**config.mk**
```make
export PLATFORM = sky130hd
export DESIGN_NAME = riscv_lsu_flat
export DESIGN_NICKNAME = d
export VERILOG_FILES = /design/src/rtl/riscv_lsu_if.sv /design/src/rtl/riscv_lsu.sv /design/src/flat_wrapper.sv
export SDC_FILE = /design/constraint.sdc
export NUM_CORES = 1
export LEC_CHECK = 0
export ABC_AREA = 1
export CAP_MARGIN = 25
export CORE_MARGIN = 1.5
export CORE_UTILIZATION = 39
export DETAILED_ROUTE_END_ITERATION = 8
export PLACE_DENSITY = 0.81
export SLEW_MARGIN = 15
export SYNTH_ARGS = -nofsm -noshare
export SYNTH_HDL_FRONTEND = slang
export SYNTH_SLANG_ARGS = --single-unit
```
**constraint.sdc**
```tcl
create_clock -name clk_i -period 1.2 [get_ports clk_i]
set_input_delay 0.24 -clock clk_i [delete_from_list [all_inputs] [get_ports clk_i]]
set_output_delay 0.24 -clock clk_i [all_outputs]
set_load 0.02 [all_outputs]
```
**src/rtl/riscv_lsu_if.sv**
```systemverilog
// Data-memory bus between the load/store unit (master) and data memory (slave).
// Request side is registered by the LSU; the memory answers with a read word and a ready strobe.
interface riscv_lsu_if;
  logic        mem_req_o;
  logic        mem_we_o;
  logic [3:0]  mem_be_o;
  logic [31:0] mem_addr_o;
  logic [31:0] mem_wd_o;
  logic [31:0] mem_rd_i;
  logic        mem_ready_i;

  modport master (
    output mem_req_o, mem_we_o, mem_be_o, mem_addr_o, mem_wd_o,
    input  mem_rd_i, mem_ready_i
  );

  modport slave (
    input  mem_req_o, mem_we_o, mem_be_o, mem_addr_o, mem_wd_o,
    output mem_rd_i, mem_ready_i
  );
endinterface

```
**src/rtl/riscv_lsu.sv**
```systemverilog
// Load/store unit: IDLE -> BUSY -> RESP handshake to byte-enabled data memory, stalls the core meanwhile.
// Optional LSU_MISALIGN_TRAP_EN flags misaligned/illegal accesses instead of issuing them.
module riscv_lsu (
  input  logic        clk_i,
  input  logic        rst_ni,
  input  logic        core_req_i,
  input  logic        core_we_i,
  input  logic [2:0]  core_size_i,
  input  logic [31:0] core_addr_i,
  input  logic [31:0] core_wd_i,
  output logic [31:0] core_rd_o,
  output logic        core_stall_o,
  output logic        misalign_o,
  riscv_lsu_if.master mem
);

  typedef enum logic [1:0] {IDLE, BUSY, RESP} state_t;

  state_t      state;
  logic [2:0]  size_q;
  logic [1:0]  off_q;
  logic        is_byte;
  logic        is_half;
  logic [3:0]  be_next;
  logic [31:0] wd_next;
  logic [7:0]  byte_sel;
  logic [15:0] half_sel;
  logic [31:0] load_ext;

  // size[1:0] selects the width; unknown encodings fall through to word.
  always_comb begin
    is_byte = (core_size_i[1:0] == 2'b00);
    is_half = (core_size_i[1:0] == 2'b01);
    if (is_byte) begin
      be_next = 4'b0001 << core_addr_i[1:0];
      wd_next = {4{core_wd_i[7:0]}};
    end else if (is_half) begin
      be_next = 4'b0011 << {core_addr_i[1], 1'b0};
      wd_next = {2{core_wd_i[15:0]}};
    end else begin
      be_next = 4'b1111;
      wd_next = core_wd_i;
    end
  end

`ifdef LSU_MISALIGN_TRAP_EN
  logic bad_size;
  logic bad_align;

  always_comb begin
    bad_size   = (core_size_i == 3'b011) || (core_size_i[2:1] == 2'b11) ||
                 (core_we_i && core_size_i[2]);
    bad_align  = (is_half && core_addr_i[0]) ||
                 ((core_size_i == 3'b010) && (core_addr_i[1:0] != 2'b00));
    misalign_o = (state == IDLE) && core_req_i && (bad_size || bad_align);
  end
`else
  assign misalign_o = 1'b0;
`endif

  assign core_stall_o = core_req_i && (state != RESP) && !misalign_o;

  // size_q[2] set means unsigned load (BU/HU).
  always_comb begin
    byte_sel = mem.mem_rd_i[{off_q, 3'b000} +: 8];
    half_sel = mem.mem_rd_i[{off_q[1], 4'b0000} +: 16];
    case (size_q[1:0])
      2'b00:   load_ext = {{24{~size_q[2] & byte_sel[7]}}, byte_sel};
      2'b01:   load_ext = {{16{~size_q[2] & half_sel[15]}}, half_sel};
      default: load_ext = mem.mem_rd_i;
    endcase
  end

  always_ff @(posedge clk_i or negedge rst_ni) begin
    if (!rst_ni) begin
      state          <= IDLE;
      size_q         <= 3'b000;
      off_q          <= 2'b00;
      core_rd_o      <= 32'h0;
      mem.mem_req_o  <= 1'b0;
      mem.mem_we_o   <= 1'b0;
      mem.mem_be_o   <= 4'b0000;
      mem.mem_addr_o <= 32'h0;
      mem.mem_wd_o   <= 32'h0;
    end else begin
      case (state)
        IDLE: begin
          if (core_req_i && !misalign_o) begin
            state          <= BUSY;
            size_q         <= core_size_i;
            off_q          <= core_addr_i[1:0];
            mem.mem_req_o  <= 1'b1;
            mem.mem_we_o   <= core_we_i;
            mem.mem_be_o   <= be_next;
            mem.mem_addr_o <= {core_addr_i[31:2], 2'b00};
            mem.mem_wd_o   <= wd_next;
          end
        end
        BUSY: begin
          if (mem.mem_ready_i) begin
            if (!mem.mem_we_o) begin
              core_rd_o <= load_ext;
            end
            state         <= RESP;
            mem.mem_req_o <= 1'b0;
            mem.mem_we_o  <= 1'b0;
            mem.mem_be_o  <= 4'b0000;
          end
        end
        // The request seen here belongs to the retiring instruction.
        RESP:    state <= IDLE;
        default: state <= IDLE;
      endcase
    end
  end

endmodule

```
**src/flat_wrapper.sv**
```systemverilog
// flat-port wrapper written by rule: the top's interface ports become plain ports
module riscv_lsu_flat 
  (clk_i, rst_ni, core_req_i, core_we_i, core_size_i, core_addr_i, core_wd_i, core_rd_o, core_stall_o, misalign_o, mem_mem_req_o, mem_mem_we_o, mem_mem_be_o, mem_mem_addr_o, mem_mem_wd_o, mem_mem_rd_i, mem_mem_ready_i);
  riscv_lsu_if mem_i ();
  input  logic clk_i;
  input  logic rst_ni;
  input  logic core_req_i;
  input  logic core_we_i;
  input  logic [2:0] core_size_i;
  input  logic [31:0] core_addr_i;
  input  logic [31:0] core_wd_i;
  output logic [31:0] core_rd_o;
  output logic core_stall_o;
  output logic misalign_o;
  output wire logic [$bits(mem_i.mem_req_o)-1:0] mem_mem_req_o;
  output wire logic [$bits(mem_i.mem_we_o)-1:0] mem_mem_we_o;
  output wire logic [$bits(mem_i.mem_be_o)-1:0] mem_mem_be_o;
  output wire logic [$bits(mem_i.mem_addr_o)-1:0] mem_mem_addr_o;
  output wire logic [$bits(mem_i.mem_wd_o)-1:0] mem_mem_wd_o;
  input wire logic [$bits(mem_i.mem_rd_i)-1:0] mem_mem_rd_i;
  input wire logic [$bits(mem_i.mem_ready_i)-1:0] mem_mem_ready_i;
  assign mem_mem_req_o = mem_i.mem_req_o;
  assign mem_mem_we_o = mem_i.mem_we_o;
  assign mem_mem_be_o = mem_i.mem_be_o;
  assign mem_mem_addr_o = mem_i.mem_addr_o;
  assign mem_mem_wd_o = mem_i.mem_wd_o;
  assign mem_i.mem_rd_i = mem_mem_rd_i;
  assign mem_i.mem_ready_i = mem_mem_ready_i;
  riscv_lsu u_core (.clk_i(clk_i), .rst_ni(rst_ni), .core_req_i(core_req_i), .core_we_i(core_we_i), .core_size_i(core_size_i), .core_addr_i(core_addr_i), .core_wd_i(core_wd_i), .core_rd_o(core_rd_o), .core_stall_o(core_stall_o), .misalign_o(misalign_o), .mem(mem_i));
endmodule
```
== Word level (Yosys, flattened, before mapping) ==
Cells that the tools add are included.

* Register bits: 107
* Input port bits: 104
* Output and inout port bits: 104
* Logic and storage cells: 48

* Equal/unequal tests: 6
* Shift operators: 4
* Multiplexer cells: 16
* Bitwise gates (word level): 4
* Reductions and logical operators: 9

{| class="wikitable"
|+ Operators by type and width
! kind !! count
|-
| 2-to-1 mux 32 bit || 2
|-
| case mux 32 bit (2 select lines) || 1
|-
| variable part select 32 x 6 -> 16 bit || 1
|-
| variable part select 32 x 6 -> 8 bit || 1
|-
| 2-to-1 mux 4 bit || 4
|-
| case mux 4 bit (2 select lines) || 1
|-
| equality test 2 x 1 -> 1 bit, second input constant || 3
|-
| zero test 2 bit || 3
|-
| inequality test 2 bit, second input constant || 3
|-
| AND reduction 3 bit || 2
|-
| 2-to-1 mux 2 bit || 2
|-
| case mux 1 bit (2 select lines) || 2
|-
| case mux 2 bit (2 select lines) || 1
|-
| AND reduction 2 bit || 2
|-
| << shifter 1 x 2 -> 4 bit, first input constant || 1
|-
| << shifter 2 x 2 -> 4 bit, first input constant || 1
|-
| 2-to-1 mux 1 bit || 3
|-
| bitwise AND 1 bit || 2
|-
| inverter 1 bit || 2
|-
| nonzero test 2 bit || 1
|-
| logical AND 1 bit || 1
|}

== Depth between registers and ports, before layout ==
Gate-level depths: netlist of the first run.

* Depth in word-level cells: 5
* Gate-level depth with buffers: 10
* Depth with buffers taken out: 9

== Least setup slack after synthesis of the first run ==
OpenSTA, ideal clock, no wires.

* Path kind: reg2reg
* Start point: register u_core.size_q[1]
* End point: register u_core.core_rd_o[21]
* Setup time: 74 ps
* Arrival time: 1202 ps
* Data required time: 1126 ps
* Path slack: -76 ps
* Cell stages (with the launch flop): 10
* Path buffers: 2
* Period minus slack after synthesis: 1276 ps
* Path through: dfrtp_1 > buf_6 > clkinv_4 > nand2_8 > nor2_8 > nand2_2 > nand3_2 > nand2_4 > buf_12 > a21oi_4

* Word-level cells in the longest chain between the ends: 2
* Elaborated cells on any way between the ends: 3
* Those cells by class: eq/ne: 1; mux: 1; reduce/logical: 1

{| class="wikitable"
|+ Ends and longest elaborated chain
! element !! line !! RTL
|-
| from (decl) || riscv_lsu.sv:20 || <nowiki>logic [2:0] size_q;</nowiki>
|-
| from (signal assigned) || riscv_lsu.sv:90 || <nowiki>size_q <= core_size_i;</nowiki>
|-
| equality test 2 x 1 -> 1 bit / zero test 2 bit (equally long branches) || riscv_lsu.sv:67 || <nowiki>case (size_q[1:0])</nowiki>
|-
| case mux 32 bit (2 select lines) * || riscv_lsu.sv:67 ||
|-
| to (signal assigned) || riscv_lsu.sv:102 || <nowiki>core_rd_o <= load_ext;</nowiki>
|-
| to (decl) || riscv_lsu.sv:11 || <nowiki>output logic [31:0] core_rd_o,</nowiki>
|}

Every way passes the cells marked *; elsewhere a longest branch is shown, timed or not.
A chain may end at the register's enable or synchronous reset.

== Worst setup path in the final report of the first run ==
* Start point: register u_core.state[1]
* End point: register u_core.mem.mem_wd_o[30]

* Word-level cells in the longest chain between the ends: 2

{| class="wikitable"
|+ Ends and longest elaborated chain
! element !! line !! RTL
|-
| from (decl) || riscv_lsu.sv:19 || <nowiki>state_t state;</nowiki>
|-
| from (signal assigned) || riscv_lsu.sv:76 || <nowiki>state <= IDLE;</nowiki>
|-
| from (signal assigned) || riscv_lsu.sv:89 || <nowiki>state <= BUSY;</nowiki>
|-
| from (signal assigned) || riscv_lsu.sv:104 || <nowiki>state <= RESP;</nowiki>
|-
| zero test 2 bit || riscv_lsu.sv:86 || <nowiki>case (state)</nowiki>
|-
| AND reduction 2 bit (no source line) || - ||
|-
| to (signal assigned) || riscv_lsu.sv:96 || <nowiki>mem.mem_wd_o <= wd_next;</nowiki>
|-
| to (decl) || riscv_lsu_if.sv:13 || <nowiki>output mem_req_o, mem_we_o, mem_be_o, mem_addr_o, mem_wd_o,</nowiki>
|}

No other way between the ends.

==> results of run 1 <==
## layout by cell type (no fill, tap or decap), types with 3 or more instances in the layout
cell / n
nand2_1: 161
dfrtp_1: 104
clkdlybuf4s50_1: 102
buf_2: 89
nand2_2: 51
buf_4: 43
inv_1: 30
a21oi_2: 30
nand2_4: 27
a21oi_4: 26
buf_6: 23
nor2_2: 22
clkbuf_16: 20
nand3_1: 17
nor2_4: 15
a21oi_1: 15
o21ai_1: 15
o21ai_0: 13
buf_12: 13
a31oi_1: 8
nor2_1: 6
o21ai_2: 5
or2_2: 5
inv_2: 4
inv_4: 4
nand2_8: 4
buf_8: 4
nand3_4: 3
clkinv_4: 3
conb_1: 3
dfrtp_2: 3
## cell type report
| type | instances | area [um2] | share of cell area |
|---|---|---|---|
| Multi-Input combinational cell | 436 | 2950 | 0.327 |
| Timing Repair Buffer | 288 | 2710 | 0.300 |
| Sequential cell | 107 | 2680 | 0.297 |
| Clock buffer | 9 | 225 | 0.0249 |
| Tap cell | 172 | 215 | 0.0238 |
| Inverter | 41 | 194 | 0.0215 |
| Clock inverter | 7 | 58.8 | 0.00651 |
## registers in the layout, indices dropped and copies added (netlist names)
register	flops
u_core.core_rd_o	32
u_core.mem.mem_wd_o	32
u_core.mem.mem_addr_o	30
u_core.mem.mem_be_o	4
u_core.size_q	3
u_core.off_q	2
u_core.state	2
u_core.mem.mem_req_o	1
u_core.mem.mem_we_o	1
## cells by family after synthesis
logic type	after synthesis	synth area share
other cells	1	0.000742
compound gates	118	0.145
buf+inv	75	0.0691
simple gates	314	0.255
flops	107	0.530
## final timing paths
path / start / to / slack [ns] / cells after the start
min in group clk_i: core_addr_i[24] / u_core.mem.mem_addr_o[24]$_DFFE_PN0P_ / 0.43 / 3
worst max-delay path: u_core.state[1]$_DFFE_PN0P_ / u_core.mem.mem_wd_o[30]$_DFFE_PN0P_ / -0.26 / 5
worst min-delay path: rst_ni / u_core.core_rd_o[12]$_DFFE_PN0P_ / 0.32 / 2
worst max register to register: u_core.state[1]$_DFFE_PN0P_ / u_core.mem.mem_wd_o[30]$_DFFE_PN0P_ / -0.26 / 5
max in group asynchronous: rst_ni / u_core.core_rd_o[30]$_DFFE_PN0P_ / 0.35 / 3
worst min register to register: u_core.mem.mem_addr_o[24]$_DFFE_PN0P_ / u_core.mem.mem_addr_o[24]$_DFFE_PN0P_ / 0.48 / 2
## per-layer routing
metal | GRT usage | wire (um)
met2 | 0.419 | 9800
met5 | 0 | 0
met3 | 0.0685 | 1600
met4 | 0.0691 | 607
met1 | 0.294 | 7630
## power by group through the flow
stage | registers, mW | logic, mW | clock network, mW
6_report | 6.45 | 11.7 | 2.89
5_1_grt | 6.61 | 12.5 | 3.08
4_1_cts | 6.16 | 9.33 | 2.92
3_5_place_dp | 6.18 | 10.3 | 0
3_3_place_gp | 6.17 | 10.1 | 0
2_1_floorplan | 7.93 | 3.51 | 0
## critical path, delay by kind of cell, from the launching register on
kind                   cells  cell delay [ns]
buffers and inverters      2             0.31
flip-flops                 1             0.41
AND/OR/NAND/NOR            1             0.15
AO/OA/AOI/OAI              2             0.45
## timing repair
action,CTS,global route
cloned,1,14
gates resized for setup,446,274
setup buffers,2,13
hold endpoints to repair,16,0
endpoints found under the setup margin,195,103
pin swaps,4,42
hold buffers,1,0
==> results.py, run 1 <==
metrics = {
    "detailed_routing": {
        "via_count": 5463,
        "drt_wl_total_um": 19600,
        "drt_pre_antenna_iters": 5,
        "post_drt_via_cell_ratio": 5.15,
        "antenna_violating_nets_post_route": 0,
        "detailed_route_drc_error_count": 0,
        "drt_iter0_drc": 445,
        "routedWlPerCell_um": 18.5,
    },
    "cts": {
        "cts.sink_count": 107,
        "cts_buffer_depth": 2,
        "clock_insertion_delay_worst_skew_ns": 0.35,
        "htree_levels": 3,
        "cts_tree": "built",
        "clk_pin_slew_worst_paths_ns": 0.08,
        "cts_made_buffers": 9,
        "clock-root-buffer": "clkbuf_16",
    },
    "placed_design": {
        "place_hpwl_um": 11700,
        "port_buffers": 204,
        "post_dp_cell_area_um2": 7660,
        "gp_congestion": 0.872,
        "dp_cells": 1014,
        "dp_slack_ns": -0.527,
    },
    "power": {
        "comb_power_share": 0.557,
        "portion_of_total_power_attributed_to_sequential_cells": 0.306,
        "ir_worst_vdd_mv": 1.27,
        "clockPowerShare": 0.137,
        "p_int_mw": 11.5,
        "power_density_nw_per_um2": 2330,
        "power.share.switching": 0.455,
        "power.total_mw": 21.1,
        "leakagePower_nw": 4.34,
        "net-switching-power_mw": 9.59,
    },
    "grt": {
        "grt-ovfl-total": 0,
        "pin_count_of_the_biggest_net_entering_global_routing": 40,
        "grt_first_pass_wirelength_um": 25300,
        "grt.total_usage": 0.241,
        "grt_pass1_vias": 5124,
        "antenna_found_initial": 0,
    },
    "setup_path": {
        "crit_path_top_delay_cell": "dfrtp_1",
        "critical_path.startpoint_type": "register",
        "crit_chain": "inv_2, nand3_4, buf_12, a21oi_1, a31oi_1",
        "sort_of_element_at_the_end_of_the_critical_path": "register",
        "arrival_time_at_the_worst_endpoint_ns": 1.67,
        "timing.critical_path.fanout_max": 8,
        "critPathRequiredTime_ns": 1.40,
        "timing.setup.critical_path_class": "register to register",
        "timing.critical_path.slowest_cell_delay_ns": 0.41,
    },
    "yosys": {
        "synth_flop_cell": "dfrtp_1",
        "asyncSetResetFlopFracSynth": 1.00,
        "synth-edff-count": 0,
        "ys_top_cells_by_count": "nand2_1 (237), dfrtp_1 (107), a21oi_1 (61)",
        "yosysSeqAreaShare": 0.530,
        "synth_top_cell_by_area": "dfrtp_1",
        "synthesis.area_per_instance_um2": 8.21,
        "yosys.cell_types.count": 29,
        "ys.warnings.count": 0,
        "synth_seq_cells": 107,
        "yosysTopAreaCellShare": 0.530,
        "synthesized_instance_count": 615,
        "synth.area.top_cells": "dfrtp_1 (53%), nand2_1 (18%), a21oi_1 (6.0%)",
        "synth_most_common_cell": "nand2_1",
        "netlist_area_um2": 5050,
    },
    "timing": {
        "setup_violations": 104,
        "timing_hold_violations_final": 0,
        "final_min_period_over_clock_period": 1.22,
        "drv_slew": 0,
        "holdWs_ns": 0.323,
        "setup-tns-final_ns": -12.25,
        "final.setup_skew_ns": 0.00961,
        "grt_setup_unrepaired": "true",
        "post-route-min-period_ns": 1.46,
        "max_freq_mhz": 683,
        "finalWorstSetupSlack_ns": -0.264,
    },
    "die": {
        "floorplan.initialDensity": 0.400,
        "floorplan.die_area_um2": 13600,
        "placementRows": 41,
        "fp.coreArea_um2": 12600,
        "die_w_um": 117,
        "top_level_ports": 208,
        "y_dimension_of_the_die_um": 117,
    },
    "layout": {
        "layout_stage_area_growth_over_the_synthesis_result_pct": 78.9,
        "final_core_utilization": 0.716,
        "finish.net_count": 987,
        "diodes": 0,
        "drive_gt1_frac": 0.461,
        "post_layout_nonfiller_instances": 1060,
        "final.fill_count": 877,
        "layout.cell_area.non_filler_um2": 9040,
    },
    "min_path": {
        "worstHoldPathType": "primary input to async pin",
    },
    "outcome": {
        "violations": "setup timing",
        "status": "finished with violations",
    },
    "run": {
        "max_cap_viol_count": 0,
    },
}
Note: power is estimated with default switching activity, not from simulation.
==> run 2, diff against run 1 <==
--- a/config.mk
+++ b/config.mk
@@ -9,8 +9,10 @@
 export CAP_MARGIN = 25
 export CORE_MARGIN = 1.5
 export CORE_UTILIZATION = 39
+export CTS_CLUSTER_SIZE = 30
 export DETAILED_ROUTE_END_ITERATION = 8
 export PLACE_DENSITY = 0.81
+export SKIP_LAST_GASP = 1
 export SLEW_MARGIN = 15
 export SYNTH_ARGS = -nofsm -noshare
 export SYNTH_HDL_FRONTEND = slang
==> run 2 against run 1 <==
Effect of this change: the run still ends with setup timing left; power fell by 3.9%; sequential share of layout area rose by 1.3 points; final area fell by 4.1%; register-to-register slack improved by 0.03 ns; die area did not move.
==> results.py, run 2 (synthesized netlist as in run 1, its figures left out) <==
metrics = {
    "outcome": {
        "status": "finished with violations",
        "violations": "setup timing",
    },
    "timing": {
        "setup_violations": 104,
        "grt_setup_unrepaired": "true",
        "setup-tns-final_ns": -12.93,
        "finalWorstSetupSlack_ns": -0.235,
        "max_freq_mhz": 697,
        "timing_hold_violations_final": 0,
        "drv_slew": 0,
        "post-route-min-period_ns": 1.44,
        "holdWs_ns": 0.326,
        "final.setup_skew_ns": 0.00977,
        "final_min_period_over_clock_period": 1.20,
    },
    "cts": {
        "clock_insertion_delay_worst_skew_ns": 0.35,
        "cts_buffer_depth": 2,
        "cts.sink_count": 107,
        "htree_levels": 3,
        "clock-root-buffer": "clkbuf_16",
        "cts_tree": "built",
        "cts_made_buffers": 9,
        "clk_pin_slew_worst_paths_ns": 0.08,
    },
    "power": {
        "power.total_mw": 20.3,
        "power_density_nw_per_um2": 2340,
        "p_int_mw": 11.1,
        "comb_power_share": 0.545,
        "clockPowerShare": 0.142,
        "power.share.switching": 0.453,
        "net-switching-power_mw": 9.18,
        "leakagePower_nw": 4.25,
        "portion_of_total_power_attributed_to_sequential_cells": 0.312,
        "ir_worst_vdd_mv": 1.19,
    },
    "die": {
        "top_level_ports": 208,
        "floorplan.die_area_um2": 13600,
        "placementRows": 41,
        "floorplan.initialDensity": 0.400,
        "y_dimension_of_the_die_um": 117,
        "die_w_um": 117,
        "fp.coreArea_um2": 12600,
    },
    "setup_path": {
        "setup.reg_to_reg.worst_slack_ns": -0.24,
        "critPathRequiredTime_ns": 1.44,
        "timing.critical_path.fanout_max": 14,
        "critical_path.startpoint_type": "register",
        "arrival_time_at_the_worst_endpoint_ns": 1.68,
        "timing.setup.critical_path_class": "register to register",
        "sort_of_element_at_the_end_of_the_critical_path": "register",
    },
    "grt": {
        "grt-ovfl-total": 0,
        "pin_count_of_the_biggest_net_entering_global_routing": 40,
        "grt.total_usage": 0.239,
        "grt_first_pass_wirelength_um": 25100,
        "antenna_found_initial": 0,
        "grt_pass1_vias": 5158,
    },
    "layout": {
        "layout.cells.most_common_list": "nand2_1 (168), dfrtp_1 (105), clkdlybuf4s50_1 (102)",
        "drive_gt1_frac": 0.416,
        "finish.net_count": 982,
        "post_layout_nonfiller_instances": 1055,
        "diodes": 0,
        "most_common_cell_after_layout_fill_and_taps_aside": "nand2_1",
        "top_regs": "u_core.core_rd_o (32), u_core.mem.mem_wd_o (32), u_core.mem.mem_addr_o (30)",
        "layout_stage_area_growth_over_the_synthesis_result_pct": 71.6,
    },
    "detailed_routing": {
        "drt_wl_total_um": 18900,
        "routedWlPerCell_um": 17.9,
        "detailed_route_drc_error_count": 0,
        "via_count": 5471,
        "drt_iter0_drc": 421,
        "post_drt_via_cell_ratio": 5.19,
        "drt_pre_antenna_iters": 6,
        "antenna_violating_nets_post_route": 0,
    },
    "run": {
        "max_cap_viol_count": 0,
    },
    "min_path": {
        "worstHoldPathType": "primary input to async pin",
    },
    "placed_design": {
        "dp_cells": 1014,
        "dp_slack_ns": -0.527,
        "gp_congestion": 0.872,
        "place_hpwl_um": 11700,
        "port_buffers": 204,
    },
}
[run 2: per-stage QoR]
stage | instance area [um2] | util
2_1_floorplan | 5060 | -
4_1_cts | 7590 | 0.602
3_3_place_gp | 7660 | 0.607
3_5_place_dp | 7660 | 0.607
6_report | 8670 | 0.687
5_1_grt | 8670 | 0.687
[run 2: power by group through the flow]
| stage | Sequential (mW) | Clock (mW) | Combinational (mW) |
|---|---|---|---|
| finish | 6.32 | 2.88 | 11.1 |
| floorplan | 7.93 | 0 | 3.51 |
| global route | 6.49 | 3.06 | 11.9 |
| global placement | 6.17 | 0 | 10.1 |
| CTS | 6.14 | 2.92 | 9.18 |
| detailed placement | 6.18 | 0 | 10.3 |
[run 2: worst paths after layout]
kind,start,end,cells after the start
setup / recovery,u_core.state[1]$_DFFE_PN0P_,u_core.core_rd_o[6]$_DFFE_PN0P_,9
hold / removal,rst_ni,u_core.core_rd_o[13]$_DFFE_PN0P_,2
setup reg to reg,u_core.state[1]$_DFFE_PN0P_,u_core.core_rd_o[6]$_DFFE_PN0P_,9
hold reg to reg,u_core.core_rd_o[11]$_DFFE_PN0P_,u_core.core_rd_o[11]$_DFFE_PN0P_,2
max in group asynchronous,rst_ni,u_core.core_rd_o[20]$_DFFE_PN0P_,3
min in group clk_i,core_addr_i[14],u_core.mem.mem_addr_o[14]$_DFFE_PN0P_,3
[run 2: timing repair]
action / in CTS / in global routing
cloned: 1 / 12
buffers inserted: 2 / 10
pin swaps: 4 / 24
hold buffers: 1 / 0
endpoints found under the setup margin: 195 / 104
gates resized for setup: 424 / 213
hold endpoints to repair: 16 / 0
[run 2: layer usage]
metal | global-route usage | up-vias | share of wire
met4 | 0.0747 | 0 | 0.029
met1 | 0.289 | 2623 | 0.38
met3 | 0.0705 | 49 | 0.096
met2 | 0.414 | 303 | 0.50
met5 | 0 | - | 0
li1 | - | 2496 | -
[run 2: layout make-up]
type / count / area [um2]
flip-flops and latches: 107 / 2680
clock inverters: 7 / 58.8
multi-input cells: 436 / 2750
clock buffers: 9 / 225
well taps: 172 / 215
fillers: 944 / 3950
inverters: 41 / 189
repair buffers: 283 / 2550
[run 2: worst max-delay path: stages, from the launching register on]
cell	delay (ns)
dfrtp_1	0.42
inv_2	0.11
nand3_4	0.09
inv_4	0.09
nand2_8	0.08
clkbuf_16	0.19
a21oi_1	0.16
nand3_1	0.09
nand2_1	0.06
inv_1	0.03
==> run 3, diff against run 2 <==
--- a/config.mk
+++ b/config.mk
@@ -6,6 +6,7 @@
 export NUM_CORES = 1
 export LEC_CHECK = 0
 export ABC_AREA = 1
+export ABC_CLOCK_PERIOD_IN_PS = 1200
 export CAP_MARGIN = 25
 export CORE_MARGIN = 1.5
 export CORE_UTILIZATION = 39
==> results of run 3 <==
Final layout, timing and power as in run 2 (identical DEF).
